`config.mk`:
```
export PLATFORM = sky130hd
export DESIGN_NAME = dmem_arbiter
export DESIGN_NICKNAME = d
export VERILOG_FILES = /design/src/rtl/dmem_pkg.sv /design/src/rtl/dmem_arbiter.sv
export SDC_FILE = /design/constraint.sdc
export NUM_CORES = 1
export LEC_CHECK = 0
export ABC_AREA = 1
export BUFFER_PORTS_ARGS = -buffer_cell sky130_fd_sc_hd__buf_2
export CAP_MARGIN = 15
export CORE_ASPECT_RATIO = 0.9
export CORE_MARGIN = 2
export CORE_UTILIZATION = 40
export DETAILED_ROUTE_END_ITERATION = 6
export PLACE_DENSITY = 0.88
export SYNTH_ARGS = -nofsm -noshare
export SYNTH_HDL_FRONTEND = slang
export SYNTH_SLANG_ARGS = --single-unit
```
`constraint.sdc`:
```
create_clock -name clk -period 1.8 [get_ports clk]
set_clock_uncertainty 0.15 [all_clocks]
set_input_delay 0.18 -clock clk [delete_from_list [all_inputs] [get_ports clk]]
set_output_delay 0.18 -clock clk [all_outputs]
set_load 0.005 [all_outputs]
```
`src/rtl/dmem_pkg.sv`:
```
// Shared definitions for the data-memory access path.
//   ADDR_W_DEF / DATA_W_DEF / STARVE_MAX_DEF : default geometry and fairness bound
//   state_t : arbiter sequencing state (IDLE, RD_WAIT)
//   owner_t : which requester owns the read that is in flight
package dmem_pkg;

    localparam int ADDR_W_DEF     = 8;
    localparam int DATA_W_DEF     = 32;
    localparam int STARVE_MAX_DEF = 4;

    typedef enum logic {
        IDLE    = 1'b0,
        RD_WAIT = 1'b1
    } state_t;

    typedef enum logic {
        OWN_CPU = 1'b0,
        OWN_DBG = 1'b1
    } owner_t;

endpackage

```
`src/rtl/dmem_arbiter.sv`:
```
// Access controller sharing the single-port data memory between the pipeline
// Memory stage (cpu*) and the program/debug loader (dbg*).
// Ports:
//   clk, rst_n                     clock, asynchronous active-low reset
//   cpuReq/We/Addr/Wdata           Memory-stage request; fields sampled at grant
//   cpuReady                       grant (combinational)
//   cpuRvalid/cpuRdata             registered load return, one-cycle valid pulse
//   stall                          cpuReq & ~cpuReady, freezes the pipeline
//   dbgReq/We/Addr/Wdata/Ready/Rvalid/Rdata   loader side, same meaning
//   memEn/memWe/memAddr/memWdata   drive the data_sram this cycle
//   memRdata                       RAM read data, one cycle after a read
module dmem_arbiter
    import dmem_pkg::*;
#(
    parameter int ADDR_W     = ADDR_W_DEF,
    parameter int DATA_W     = DATA_W_DEF,
    parameter int STARVE_MAX = STARVE_MAX_DEF
) (
    input  logic              clk,
    input  logic              rst_n,
    input  logic              cpuReq,
    input  logic              cpuWe,
    input  logic [ADDR_W-1:0] cpuAddr,
    input  logic [DATA_W-1:0] cpuWdata,
    output logic              cpuReady,
    output logic              cpuRvalid,
    output logic [DATA_W-1:0] cpuRdata,
    output logic              stall,
    input  logic              dbgReq,
    input  logic              dbgWe,
    input  logic [ADDR_W-1:0] dbgAddr,
    input  logic [DATA_W-1:0] dbgWdata,
    output logic              dbgReady,
    output logic              dbgRvalid,
    output logic [DATA_W-1:0] dbgRdata,
    output logic              memEn,
    output logic              memWe,
    output logic [ADDR_W-1:0] memAddr,
    output logic [DATA_W-1:0] memWdata,
    input  logic [DATA_W-1:0] memRdata
);

    localparam int              CNT_W   = $clog2(STARVE_MAX + 1);
    localparam logic [CNT_W-1:0] CNT_MAX = CNT_W'(STARVE_MAX);

    state_t            r_state;
    owner_t            r_owner;
    logic [CNT_W-1:0]  r_starve_cnt;
    logic              r_cpu_rvalid;
    logic              r_dbg_rvalid;
    logic [DATA_W-1:0] r_cpu_rdata;
    logic [DATA_W-1:0] r_dbg_rdata;

    logic w_idle;
    logic w_dbg_first;
    logic w_grant_cpu;
    logic w_grant_dbg;

    // Grants are qualified with rst_n so every combinational output is 0 while
    // reset is held, even with requests asserted.
    always_comb begin
        w_idle      = rst_n && (r_state == IDLE);
        w_dbg_first = (r_starve_cnt == CNT_MAX);
        w_grant_cpu = w_idle && cpuReq && !(dbgReq && w_dbg_first);
        w_grant_dbg = w_idle && dbgReq && !w_grant_cpu;
    end

    // NOTE: every signal written in this always_comb gets a default first so no
    // latch is inferred on the cycles with no grant.
    always_comb begin
        memEn    = 1'b0;
        memWe    = 1'b0;
        memAddr  = '0;
        memWdata = '0;
        if (w_grant_cpu) begin
            memEn    = 1'b1;
            memWe    = cpuWe;
            memAddr  = cpuAddr;
            memWdata = cpuWdata;
        end else if (w_grant_dbg) begin
            memEn    = 1'b1;
            memWe    = dbgWe;
            memAddr  = dbgAddr;
            memWdata = dbgWdata;
        end
    end

    assign cpuReady  = w_grant_cpu;
    assign dbgReady  = w_grant_dbg;
    assign stall     = rst_n && cpuReq && !w_grant_cpu;
    assign cpuRvalid = r_cpu_rvalid;
    assign dbgRvalid = r_dbg_rvalid;
    assign cpuRdata  = r_cpu_rdata;
    assign dbgRdata  = r_dbg_rdata;

    // NOTE: all state is updated with non-blocking assignments so every register
    // samples pre-edge values regardless of statement order.
    always_ff @(posedge clk or negedge rst_n) begin
        if (!rst_n) begin
            r_state      <= IDLE;
            r_owner      <= OWN_CPU;
            r_starve_cnt <= '0;
            r_cpu_rvalid <= 1'b0;
            r_dbg_rvalid <= 1'b0;
            r_cpu_rdata  <= '0;
            r_dbg_rdata  <= '0;
        end else begin
            r_cpu_rvalid <= 1'b0;
            r_dbg_rvalid <= 1'b0;

            // Counts cpu grants that overtook a waiting loader; saturates so the
            // loader wins the next contended cycle.
            if (!dbgReq || w_grant_dbg) begin
                r_starve_cnt <= '0;
            end else if (w_grant_cpu && (r_starve_cnt != CNT_MAX)) begin
                r_starve_cnt <= r_starve_cnt + 1'b1;
            end

            case (r_state)
                IDLE: begin
                    if ((w_grant_cpu && !cpuWe) || (w_grant_dbg && !dbgWe)) begin
                        r_state <= RD_WAIT;
                        r_owner <= w_grant_dbg ? OWN_DBG : OWN_CPU;
                    end
                end
                RD_WAIT: begin
                    r_state <= IDLE;
                    if (r_owner == OWN_DBG) begin
                        r_dbg_rdata  <= memRdata;
                        r_dbg_rvalid <= 1'b1;
                    end else begin
                        r_cpu_rdata  <= memRdata;
                        r_cpu_rvalid <= 1'b1;
                    end
                end
                default: r_state <= IDLE;
            endcase
        end
    end

endmodule

```
==> metrics.md, run 1 <==
| Metric | Value |
|---|---|
| CP required | 1.47 ns |
| Startpoint types | flip-flop |
| Share of layout cells above drive strength 1 | 0.488 |
| Initial antenna violation count | 1 |
| Top-area cell type share of the netlist area | 0.536 |
| Cell Pwr Density | 951 mW/mm2 |
| Worst slew margin | 0.453 |
| Clk_lat worst skew | 0.33 ns |
| Number of flops mapped to enable cells by yosys | 0 |
| HPWL after DPL | 7340 um |
| Sink Count | 71 |
| First-pass GRT wire length | 18600 um |
| Min cycle time layout | 2.12 ns |
| Leak | 0.00338 uW |
| Clk pin slew, worst setup/hold paths | 0.07 ns |
| DR DRC count | 0 |
| Row count | 31 |
| Die Span X | 99.9 um |
| Compound-Gate Fraction of Synth Area | 0.103 |
| WL/cell | 15.6 um |
| Sequential share of the synthesized area | 0.536 |
| RSZ-0062 raised after global routing | true |
| H-Tree Level Count | 3 |
| Mapped Nets | 536 |
| Setup total negative slack | -11.53 ns |
| Worst vdd ir | 0.000752 V |
| PortBufs | 228 |
| Pin count of the biggest net entering global routing | 68 |
| Leading area contributor after synthesis | dfrtp_1 |
| Gpl congestion | 0.814 |
| Initial core utilization | 0.412 |
| Initial DRC Count | 264 |
| Via/cell ratio | 4.78 |
| Maximum clock path buffer count | 2 |
| Warnings from Yosys | 0 |
| Layout Nets | 826 |
| Final setup violation count | 45 |
| Hold Violations, Final | 0 |
| Post-Synth Simple-Gate Area | 0.261 |
| Failing checks | setup timing |
| Worst slew pin tran | 0.820 ns |
| Max_cap viols | 0 |
| CTS tree | done |
| GRT Overall Usage | 0.263 |
| Min Hold Slack | 0.196 ns |
| Router iterations before antenna repair | 4 |
| Yosys reg bits | 71 |
| Count leader, synth | nand2_1 |
| Unique masters post-synth | 19 |
| Vert. Die Dim | 90.3 um |
| Largest family of logic cells by synthesized area | simple AND/OR/NAND/NOR gates |
| Slew Viols, Final | 0 |
| Adder-Cell Fraction of Synth Area | 0.00756 |
| Xor-xnor portion of the synthesized cell area | 0 |
| CP arrival | 1.79 ns |
| Total wire length | 12600 um |
| Max Clk Rate | 471 MHz |
| Worst setup path class | reg -> out |
| Gr ovfl total | 0 |
| Setup ws final | -0.323 ns |
| Ys async rst share | 1.00 |
| Routed Antenna Nets | 0 |
| Crit-path max FO | 5 |
| CTS buffer count | 9 |
| Root buffer cell | clkbuf_8 |
| Total power draw | 5530 uW |
| Ranking of synthesized cells by area | dfrtp_1, nand2_1, o21ai_0 |
| Post-Syn Area | 0.00331 mm2 |
| Die ar. | 0.00902 mm2 |
| Top cells by count, synth | nand2_1, dfrtp_1, o21ai_0 |
| Core Region | 0.00803 mm2 |
| Core Util, Final | 0.724 |
| Status | finished with violations |
| HP Class | in -> reg |
| Ratio of final minimum period to clock period | 1.18 |
| Ys flop type | dfrtp_1 |
| Via count | 3875 |
| Multiplexer share of the synthesized area | 0 |
| I/O pin count | 229 |
| Vias in the first global route | 3844 |
| Synth-to-layout area growth | 75.5% |
| CP Capture Type | output port |
| Syn_area_per_cell | 7.96 um2 |
| Cell count after synthesis | 416 |
[critical path: stages (launching register included)]
cell       delay [ns]
dfrtp_1          0.44
inv_2            0.09
nand2_2          0.09
nor2_4           0.18
nand2_4          0.10
inv_8            0.08
buf_12           0.13
clkbuf_16        0.15
nand2_2          0.04
nand2_1          0.05
buf_2            0.11
[layer usage]
| layer | up-vias | global-route usage | routed length, um | part of all wire |
|---|---|---|---|---|
| li1 | 1864 | - | - | - |
| met1 | 1799 | 0.294 | 4710 | 0.37 |
| met2 | 180 | 0.481 | 6710 | 0.53 |
| met3 | 32 | 0.0580 | 852 | 0.067 |
| met4 | 0 | 0.106 | 351 | 0.028 |
| met5 | - | 0 | 0 | 0 |
[placed cells by master (no fill, tap or decap)]
cell type      synthesis  routed
nand2_4                1      14
o21ai_0               67      65
o21ai_1                1       1
buf_12                 1       4
clkinv_4               0       2
nand2_2               12      41
buf_16                 0       7
ha_1                   2       1
inv_6                  0       1
clkbuf_1               6       1
nor2_4                 3       4
inv_1                 39      37
buf_4                  4      17
dlygate4sd3_1          0      38
nor2_1                 3       2
diode_2                0       1
dfrtp_1               71      71
clkinv_2               0       1
nand2_8                0       1
inv_8                  0       1
buf_2                  7     221
nand2_1              185     142
inv_2                  3       4
nand3_4                0       1
clkbuf_8               0       9
buf_6                  3      10
ha_4                   0       1
bufinv_16              0       1
clkbuf_16              0       3
nand4_1                3       3
nand3_1                4       3
inv_12                 0       1
o21ai_2                0       2
clkinvlp_4             0       1
[power by group]
group          total [uW]  leakage (uW)  switching, uW  internal [uW]
combinational        1850       0.00240            919            932
sequential           2420      0.000877            294           2120
clock                1260     0.0000969            613            648
[layout make-up]
cell class | instances | area [um2]
Antenna cell | 1 | 2.50
Inverter | 43 | 181
Sequential cell | 71 | 1780
Fill cell | 565 | 2220
Tap cell | 99 | 124
Clock buffer | 10 | 128
Multi-Input combinational cell | 281 | 1460
Timing Repair Buffer | 300 | 2070
Clock inverter | 6 | 68.8
[per-stage QoR]
stage                     instance area [um2]  setup slack (ns)  std cells
after floorplan                          3310             0.268        416
after global placement                   4530            0.0665        729
after detailed placement                 4530         -0.000620        729
after CTS                                5560            -0.240        803
after global routing                     5810            -0.393        811
final                                    5810            -0.323        811
[sequential cells by signal (all words and copies together), names as in the netlist]
name          count
cpuRdata         32
dbgRdata         32
r_starve_cnt      3
cpuRvalid         1
dbgRvalid         1
r_owner           1
r_state           1
[kinds of logic after synthesis]
kind of cell,after synthesis
simple gates,211
fa+ha+maj,2
flops,71
buf+inv,64
compound gates,68
[final timing paths]
| path | startpoint | depth (start not counted) | endpoint | slack (ns) |
|---|---|---|---|---|
| max | r_state | 10 | memWdata[25] | -0.32 |
| min | cpuReq | 6 | r_starve_cnt[2] | 0.20 |
| max in group asynchronous | rst_n | 3 | cpuRdata[6] | 0.42 |
| min reg2reg | cpuRdata[17] | 2 | cpuRdata[17] | 0.33 |
| min in group asynchronous | rst_n | 3 | r_starve_cnt[2] | 0.24 |
| max reg2reg | r_starve_cnt[0] | 9 | r_owner | 0.13 |
[what timing repair did]
action,in CTS,in global routing
pin swaps,5,14
setup endpoints to repair,45,45
setup buffers,12,8
gates resized for setup,49,45
hold buffers,38,0
gates cloned,8,3
endpoints found under the hold margin,96,0
(Power assumes the default switching activity.)
==> run 2, diff against run 1 <==
- ABC_AREA: 1 -> not set
==> run 2 against run 1 <==
Against the previous run:
- the flow still finishes with violations (setup timing)
- fmax increased by 1.6%
- sequential power rose by 2%
- core utilization fell by 6.5 points
- via count shrank 18%
- global-route usage rose by 0.94 points
- highest routed layer is now met5
==> metrics.md, run 2 <==
| Metric | Value |
|---|---|
| Status | finished with violations |
| Failing checks | setup timing |
| CP required | 1.47 ns |
| Min Hold Slack | 0.0168 ns |
| Vias in the first global route | 3376 |
| Clk pin slew, worst setup/hold paths | 0.08 ns |
| Design Area, Final | 0.00529 mm2 |
| Die Span X | 99.6 um |
| GRT Overall Usage | 0.273 |
| HPWL after DPL | 8870 um |
| Initial core utilization | 0.410 |
| Worst vdd ir | 0.000536 V |
| Cell Pwr Density | 1060 mW/mm2 |
| Syn_area_per_cell | 14.5 um2 |
| Max_cap viols | 0 |
| Sequential share of the synthesized area | 0.540 |
| HP Class | in -> reg |
| Gr ovfl total | 0 |
| Layout Nets | 627 |
| Clk_lat worst skew | 0.34 ns |
| Top cells by count, synth | dfrtp_1, mux2_2, a22o_1 |
| H-Tree Level Count | 3 |
| Share of layout cells above drive strength 1 | 0.676 |
| Routed Antenna Nets | 0 |
| Min cycle time layout | 2.09 ns |
| Ranking of synthesized cells by area | dfrtp_1, mux2_2, a22o_1 |
| Leading cell type in the layout, fill and taps excluded | buf_2 |
| Synth-to-layout area growth | 60.8% |
| Gpl congestion | 0.912 |
| CP cell instances | inv_2 -> ha_4 -> a21bo_4 -> nand3_4 -> inv_12 -> a22o_1 -> buf_2 |
| Cell count after synthesis | 226 |
| Unique masters post-synth | 26 |
| Initial DRC Count | 128 |
| Count leader, synth | dfrtp_1 |
| Via/cell ratio | 5.18 |
| Ratio of final minimum period to clock period | 1.16 |
| Via count | 3171 |
| Slowest stage delay, CP | 0.37 ns |
| Post-Syn Area | 0.00329 mm2 |
| RSZ-0062 raised after global routing | true |
| Sink Count | 71 |
| Root buffer cell | clkbuf_8 |
| Total power draw | 5610 uW |
| Pre-CTS setup slack | -0.152 ns |
| Maximum clock path buffer count | 2 |
| Core Util, Final | 0.658 |
| PortBufs | 228 |
| Router iterations before antenna repair | 4 |
| Pin count of the biggest net entering global routing | 46 |
| Slew Viols, Final | 0 |
| CP Capture Type | output port |
| Die ar. | 0.00896 mm2 |
| Yosys reg bits | 71 |
| Vert. Die Dim | 90.0 um |
| Number of flops mapped to enable cells by yosys | 0 |
| Row count | 31 |
| Most frequent cells in the layout | buf_2, dfrtp_1, mux2_2 |
| Leak | 0.00276 uW |
| Total wire length | 12500 um |
| First-pass GRT wire length | 18400 um |
| Ys async rst share | 1.00 |
| Worst slew margin | 0.621 |
| Leading area contributor after synthesis | dfrtp_1 |
| Mapped Nets | 346 |
| I/O pin count | 229 |
| Post-DP Area | 0.00453 mm2 |
| Slowest CP cell | dfrtp_1 |
| DR DRC count | 0 |
| Initial antenna violation count | 2 |
| Core Region | 0.00803 mm2 |
| Top-area cell type share of the netlist area | 0.540 |
| Final setup violation count | 43 |
| Worst slew pin tran | 0.569 ns |
| WL/cell | 20.5 um |
| CTS buffer count | 9 |
| Ys flop type | dfrtp_1 |
| Startpoint types | flip-flop |
| Worst setup path class | reg -> out |
| Setup ws final | -0.290 ns |
| Warnings from Yosys | 0 |
| Crit-path max FO | 41 |
| CP arrival | 1.76 ns |
| Hold Violations, Final | 0 |
| Max Clk Rate | 479 MHz |
| CTS tree | done |
run 2: cell type report:
type | instances | area [um2]
diodes | 1 | 2.50
repair buffers | 285 | 1750
flip-flops and latches | 71 | 1780
fillers | 581 | 2740
clock buffers | 10 | 138
well taps | 99 | 124
multi-input cells | 131 | 1370
clock inverters | 6 | 67.6
inverters | 9 | 51.3
run 2: final timing paths:
path	cells past startpoint	endpoint	start	slack (ns)
max	7	memWdata[17]	r_starve_cnt[0]	-0.29
min	2	r_starve_cnt[0]	dbgReq	0.02
max reg2reg	6	r_starve_cnt[1]	r_starve_cnt[0]	0.19
min reg2reg	1	cpuRdata[21]	cpuRdata[21]	0.36
max in group asynchronous	5	r_state	rst_n	0.32
min in group asynchronous	4	dbgRvalid	rst_n	0.56
run 2: worst max-delay path: cells and delay by family, from the launching register on:
family / cells / cell delay, ns
DFF: 1 / 0.37
and+or+nand+nor: 1 / 0.13
AOI/OAI and AO/OA: 2 / 0.46
adders and majority gates: 1 / 0.16
buffers and inverters: 3 / 0.28
run 2: logic make-up after synthesis:
kind of cell,count (synthesis),share of synthesized area
adder cells (fa/ha/maj),2,0.00761
multiplexers,64,0.229
flip-flops,71,0.540
AND/OR/NAND/NOR,16,0.0373
AO/OA/AOI/OAI,49,0.128
buffers and inverters,24,0.0575
run 2: repair_timing:
item | in CTS | in global routing
gates cloned | 0 | 2
endpoints found under the hold margin | 92 | 0
hold buffers | 37 | 0
pin swaps | 6 | 3
buffers inserted | 5 | 2
gates resized for setup | 14 | 5
endpoints found under the setup margin | 44 | 45
run 2: through the flow:
stage,setup TNS [ns],cells
2_1_floorplan,0,226
3_3_place_gp,-0.522,549
3_5_place_dp,-2.34,549
4_1_cts,-9.96,607
5_1_grt,-12.26,611
6_report,-9.70,612
run 2: where the power goes:
part	switching, uW	leakage (uW)	internal, uW
sequential	315	0.000839	2150
clock	628	0.0000989	682
combinational	742	0.00183	1100
total	1690	0.00276	3930
run 2: layer usage:
layer,track usage,wire length [um],up-vias
li1,-,-,1405
met1,0.277,4380,1555
met2,0.502,6610,175
met3,0.108,1210,34
met4,0.0925,321,2
met5,0,13,-
